### src/rtl/ama_riscv_icache.sv
// Direct-mapped, read-only instruction cache between core fetch and the imem line port.
// Hits answer the next cycle; misses fetch one whole line, fill it, then answer from the fill data.
module ama_riscv_icache #(
  parameter int unsigned SETS       = 8,
  parameter int unsigned LINE_W     = 128,
  parameter int unsigned MEM_ADDR_W = 14
) (
  input  logic                  clk,
  input  logic                  rst,
  input  logic                  req_core_valid,
  output logic                  req_core_ready,
  input  logic [31:0]           req_core_addr,
  output logic                  rsp_core_valid,
  output logic [31:0]           rsp_core_data,
  input  logic                  flush,
  output logic                  req_mem_valid,
  input  logic                  req_mem_ready,
  output logic [MEM_ADDR_W-1:0] req_mem_addr,
  input  logic                  rsp_mem_valid,
  input  logic [LINE_W-1:0]     rsp_mem_data
);

  localparam int unsigned IDX_W = $clog2(SETS);
  localparam int unsigned TAG_W = 32 - IDX_W - 4;

  typedef enum logic [1:0] {
    IDLE,
    MISS_REQ,
    MISS_WAIT,
    FILL_RSP
  } state_t;

  state_t state, state_nxt;

  logic [LINE_W-1:0] data_q [SETS];
  logic [TAG_W-1:0]  tag_q  [SETS];
  logic [SETS-1:0]   valid_q;
  logic              flush_pend;
  logic [31:2]       addr_q;
  logic              rsp_valid_q;
  logic [31:0]       rsp_data_q;

  logic              accept;
  logic              hit;
  logic              flush_all;
  logic              fill;

  logic [IDX_W-1:0]  req_idx;
  logic [TAG_W-1:0]  req_tag;
  logic [1:0]        req_word;
  logic [IDX_W-1:0]  miss_idx;
  logic [TAG_W-1:0]  miss_tag;
  logic [1:0]        miss_word;
  logic [LINE_W-1:0] hit_line;
  logic [31:0]       hit_word;
  logic [31:0]       fill_word;
  logic              unused_addr_bits;

  assign req_idx   = req_core_addr[IDX_W+3:4];
  assign req_tag   = req_core_addr[31:IDX_W+4];
  assign req_word  = req_core_addr[3:2];
  assign miss_idx  = addr_q[IDX_W+3:4];
  assign miss_tag  = addr_q[31:IDX_W+4];
  assign miss_word = addr_q[3:2];

  assign hit_line  = data_q[req_idx];
  assign hit_word  = hit_line[{req_word, 5'd0} +: 32];
  assign fill_word = rsp_mem_data[{miss_word, 5'd0} +: 32];

  assign unused_addr_bits = ^req_core_addr[1:0];

  assign req_mem_addr   = addr_q[MEM_ADDR_W+3:4];
  assign rsp_core_valid = rsp_valid_q;
  assign rsp_core_data  = rsp_data_q;
  assign fill           = (state == MISS_WAIT) && rsp_mem_valid;

  always_ff @(posedge clk) begin
    if (rst) state <= IDLE;
    else     state <= state_nxt;
  end

  // FILL_RSP accepts like IDLE; a pending flush masks the just-filled line as a miss
  always_comb begin
    state_nxt      = state;
    req_core_ready = 1'b0;
    req_mem_valid  = 1'b0;
    accept         = 1'b0;
    hit            = 1'b0;
    flush_all      = 1'b0;
    case (state)
      IDLE, FILL_RSP: begin
        req_core_ready = 1'b1;
        accept         = req_core_valid;
        flush_all      = flush | flush_pend;
        hit            = accept && valid_q[req_idx] && (tag_q[req_idx] == req_tag)
                         && !flush && !flush_pend;
        if (accept && !hit) state_nxt = MISS_REQ;
        else                state_nxt = IDLE;
      end
      MISS_REQ: begin
        req_mem_valid = 1'b1;
        if (req_mem_ready) state_nxt = MISS_WAIT;
      end
      MISS_WAIT: begin
        if (rsp_mem_valid) state_nxt = FILL_RSP;
      end
      default: state_nxt = IDLE;
    endcase
  end

  always_ff @(posedge clk) begin
    if (rst) begin
      valid_q     <= '0;
      flush_pend  <= 1'b0;
      rsp_valid_q <= 1'b0;
    end else begin
      rsp_valid_q <= (accept && hit) || fill;
      if (flush_all)
        valid_q <= '0;
      else if (fill)
        valid_q[miss_idx] <= 1'b1;
      if ((state == MISS_REQ || state == MISS_WAIT) && flush)
        flush_pend <= 1'b1;
      else if (state == FILL_RSP)
        flush_pend <= 1'b0;
    end
  end

  always_ff @(posedge clk) begin
    if (accept)
      addr_q <= req_core_addr[31:2];
    if (accept && hit)
      rsp_data_q <= hit_word;
    if (fill) begin
      data_q[miss_idx] <= rsp_mem_data;
      tag_q[miss_idx]  <= miss_tag;
      rsp_data_q       <= fill_word;
    end
  end

endmodule
### config.mk
export PLATFORM = sky130hd
export DESIGN_NAME = ama_riscv_icache
export DESIGN_NICKNAME = d
export VERILOG_FILES = /design/src/rtl/ama_riscv_icache.sv
export SDC_FILE = /design/constraint.sdc
export NUM_CORES = 1
export LEC_CHECK = 0
export CORE_UTILIZATION = 55
export CTS_BUF_LIST = sky130_fd_sc_hd__clkbuf_8
export DETAILED_ROUTE_END_ITERATION = 8
export GPL_TIMING_DRIVEN = 0
export PLACE_DENSITY = 0.82
export SLEW_MARGIN = 20
export SYNTH_ARGS = -nofsm -noshare
export SYNTH_HDL_FRONTEND = slang
export SYNTH_SLANG_ARGS = --single-unit
export TNS_END_PERCENT = 10
### constraint.sdc
create_clock -name clk -period 23.9 [get_ports clk]
set_input_delay 5.975 -clock clk [delete_from_list [all_inputs] [get_ports clk]]
set_output_delay 5.975 -clock clk [all_outputs]
set_load 0.01 [all_outputs]
==> metrics <==
Final Power between 4 and 5 mW; routed vias/inst ~6.3; routed wl met2 roughly 63 mm; worst skew pair latency 0.86 ns; Die Area just over 90000 um2; CTS tree yes; RSZ-0062 raised after global routing false; DPL Wire Length between 80 and 90 mm; status finished clean; # Post-CTS Setup Buffers 0; Crit Path Max Fanout 17; clock buffer count from CTS approximately 190; Slew Limit Fails 0; Layout area overhead 17.82%; Leak about 19 nW; H-tree depth 4; GRT overflow 0; Synthesized Nets 2197; total routed wirelength ~120 mm; core area around 90000 um2; Reg2Reg Depth 14; CP Launch Point req_core_addr[6]; met3 wire len between 10 and 15 mm; clk buf depth 3; antenna-violating nets left 0; # nets final between 2000 and 3000; EDFF count, synth around 1300; gpl congestion 0.7907; critical path endpoint category flop; per-cell routed wire length roughly 31 um; worst vdd ir approximately 0.000054 V; syn_area_per_cell between 20 and 25 um2; worst hold path depth 1; Synth top area share roughly 77%; Buffers on Ports ~210; crit share post-route 41.99%; top post-synthesis cells by area edfxtp_1, mux4_2, mux2i_1; largest net degree at the start of global routing 22; hold_sp valid_q[2]; Required @ worst endpoint roughly 24 ns; vias 24930; vias in the first global route roughly 26000; Hold Path Class reg -> reg; critical path type in -> reg; DRC viols 0; Worst Setup Start Kind primary input; first drt pass iteration count 6; Cell Pwr Density 80.90 nW/um2; clk root buf clkbuf_8; async set-reset flop share out of synthesis 0%; sequential cell area fraction in the yosys report 77.81%; Layout Cells excl Fill a little under 4000; Worst-Margin Slew ~1.3 ns; CTS resizes 0; top routing layer in use met5; Critical Path AT around 11 ns; f_max between 90 and 100 MHz; layout cell share with drive strength beyond 1 32.56%; Synth warnings 0; clock-pin slew on the worst setup and hold paths approximately 0.060 ns; hold_buf cts 0; initial antenna violation count 20; Netlist cell types 30; relative slew slack approximately 13%; Die W between 300 and 400 um; Hold Vio Cnt, Final 0; Syn Inst Count a little over 2000; cell row count between 100 and 150; CTS Sinks between 1000 and 1500; 1st-iter DRT viols ~3300; WHS 0.4652 ns; Most used DFF post-synth edfxtp_1; die height 303.3 um; first-pass GRT wire length between 150 and 200 mm; Yosys reg bits about 1300; initial cell density of the core a little under three fifths; max_cap viols 0; M1 wire length around 43 mm; GRT Total Usage 27.52%; Final setup viols 0; Worst Skew around 0.041 ns; post-synth top area cell edfxtp_1; Final Critical Period between 10 and 15 ns; Post-Syn Area around 50000 um2; r2r startpoint state[0]; total I/O pin count ~220; Cells after DPL ~3600
-- cells by family (layout without fill, tap and decap cells) --
family,after synthesis,after routing,share of synthesized area [%]
AOI/OAI and AO/OA,46,46,0.5136
other,0,9,0
and+or+nand+nor,72,72,0.6564
adders and majority gates,3,3,0.07517
buffers and inverters,124,848,1.165
DFF,1298,1298,77.81
xor gates and xnor gates,25,25,0.4384
muxes,460,460,19.34
-- cell type report --
class                      instances  area, um2
fill                            5456      31170
inverter                           6      22.52
buffer                           118      595.6
clock buffer                     194       2670
multi-input combinational        606      10560
sequential                      1298      38860
tap                             1176       1471
clock inverter                   151      691.9
antenna                            9      22.52
timing repair buffer             379       3949
-- cell usage in the layout (no fill, tap or decap), types with 12 or more instances in the layout --
| cell type | Yosys | final |
|---|---|---|
| inv_1 | 6 | 67 |
| buf_16 | 0 | 18 |
| buf_6 | 1 | 27 |
| mux2i_1 | 55 | 55 |
| clkinv_1 | 0 | 58 |
| clkbuf_2 | 0 | 14 |
| buf_4 | 15 | 104 |
| clkdlybuf4s50_1 | 0 | 212 |
| buf_12 | 0 | 12 |
| nor2_1 | 40 | 37 |
| buf_2 | 42 | 77 |
| clkbuf_1 | 31 | 21 |
| mux4_2 | 404 | 404 |
| dfxtp_1 | 12 | 12 |
| edfxtp_1 | 1286 | 1286 |
| xor2_1 | 19 | 19 |
| a21oi_1 | 35 | 35 |
| clkinv_2 | 0 | 19 |
| clkbuf_8 | 0 | 194 |
-- synth_stat cells (5+ instances only) --
cell and n:
buf_4 15, mux4_2 404, inv_1 6, edfxtp_1 1286, dfxtp_1 12, nand2_1 8
xnor2_1 6, mux2i_1 55, nor3_1 5, buf_1 29, nor2_1 40, a21oi_1 35
buf_2 42, xor2_1 19, nand2b_1 5, clkbuf_1 31, nand4_1 5, o21a_1 8
-- sequential cells by signal, indices dropped and copies added, names as in the netlist --
signal and count:
flush_pend 1, valid_q 8, state 2, data_q 1024, tag_q 200, rsp_core_data 32, rsp_core_valid 1, addr_q 30
-- worst max-delay path, cell delays in order --
cell	delay [ns]
clkdlybuf4s50_1	0.50
clkbuf_1	0.36
buf_2	0.36
buf_1	0.51
mux4_2	0.39
mux2i_1	0.17
xor2_1	0.21
nand4_1	0.18
nor4_1	0.71
nand4_1	0.44
nand2_4	0.43
buf_12	0.26
-- routing by layer --
metal	up-vias	GRT usage, %
li1	9969	-
met1	13050	34.97
met2	1613	45.59
met3	262	7.618
met4	28	10.46
met5	-	0
-- path summary, 6_finish.rpt --
path / slack [ns] / endpoint
worst max-delay path: 13.86 / rsp_core_data[22]
worst min-delay path: 0.47 / valid_q[2]
worst max register to register: 19.54 / data_q[0][15]
worst min register to register: 0.47 / valid_q[2]
-- power breakdown --
part           total, mW  switching, mW  internal, mW
Clock               1.60          0.830         0.768
Sequential          2.66         0.0397          2.62
Combinational      0.501          0.285         0.216
Total               4.76           1.15          3.61
-- metrics by stage --
step	util (%)	setup TNS [ns]	cell area [um2]	setup slack, ns
floorplan	-	0	49940	2.296
global placement	59.47	-5309.53	53530	-13.84
detailed placement	61.57	0	55420	13.02
CTS	65.30	0	58780	13.90
global route	65.35	0	58820	13.65
finish	65.37	0	58840	13.86
(Power assumes the default switching activity.)
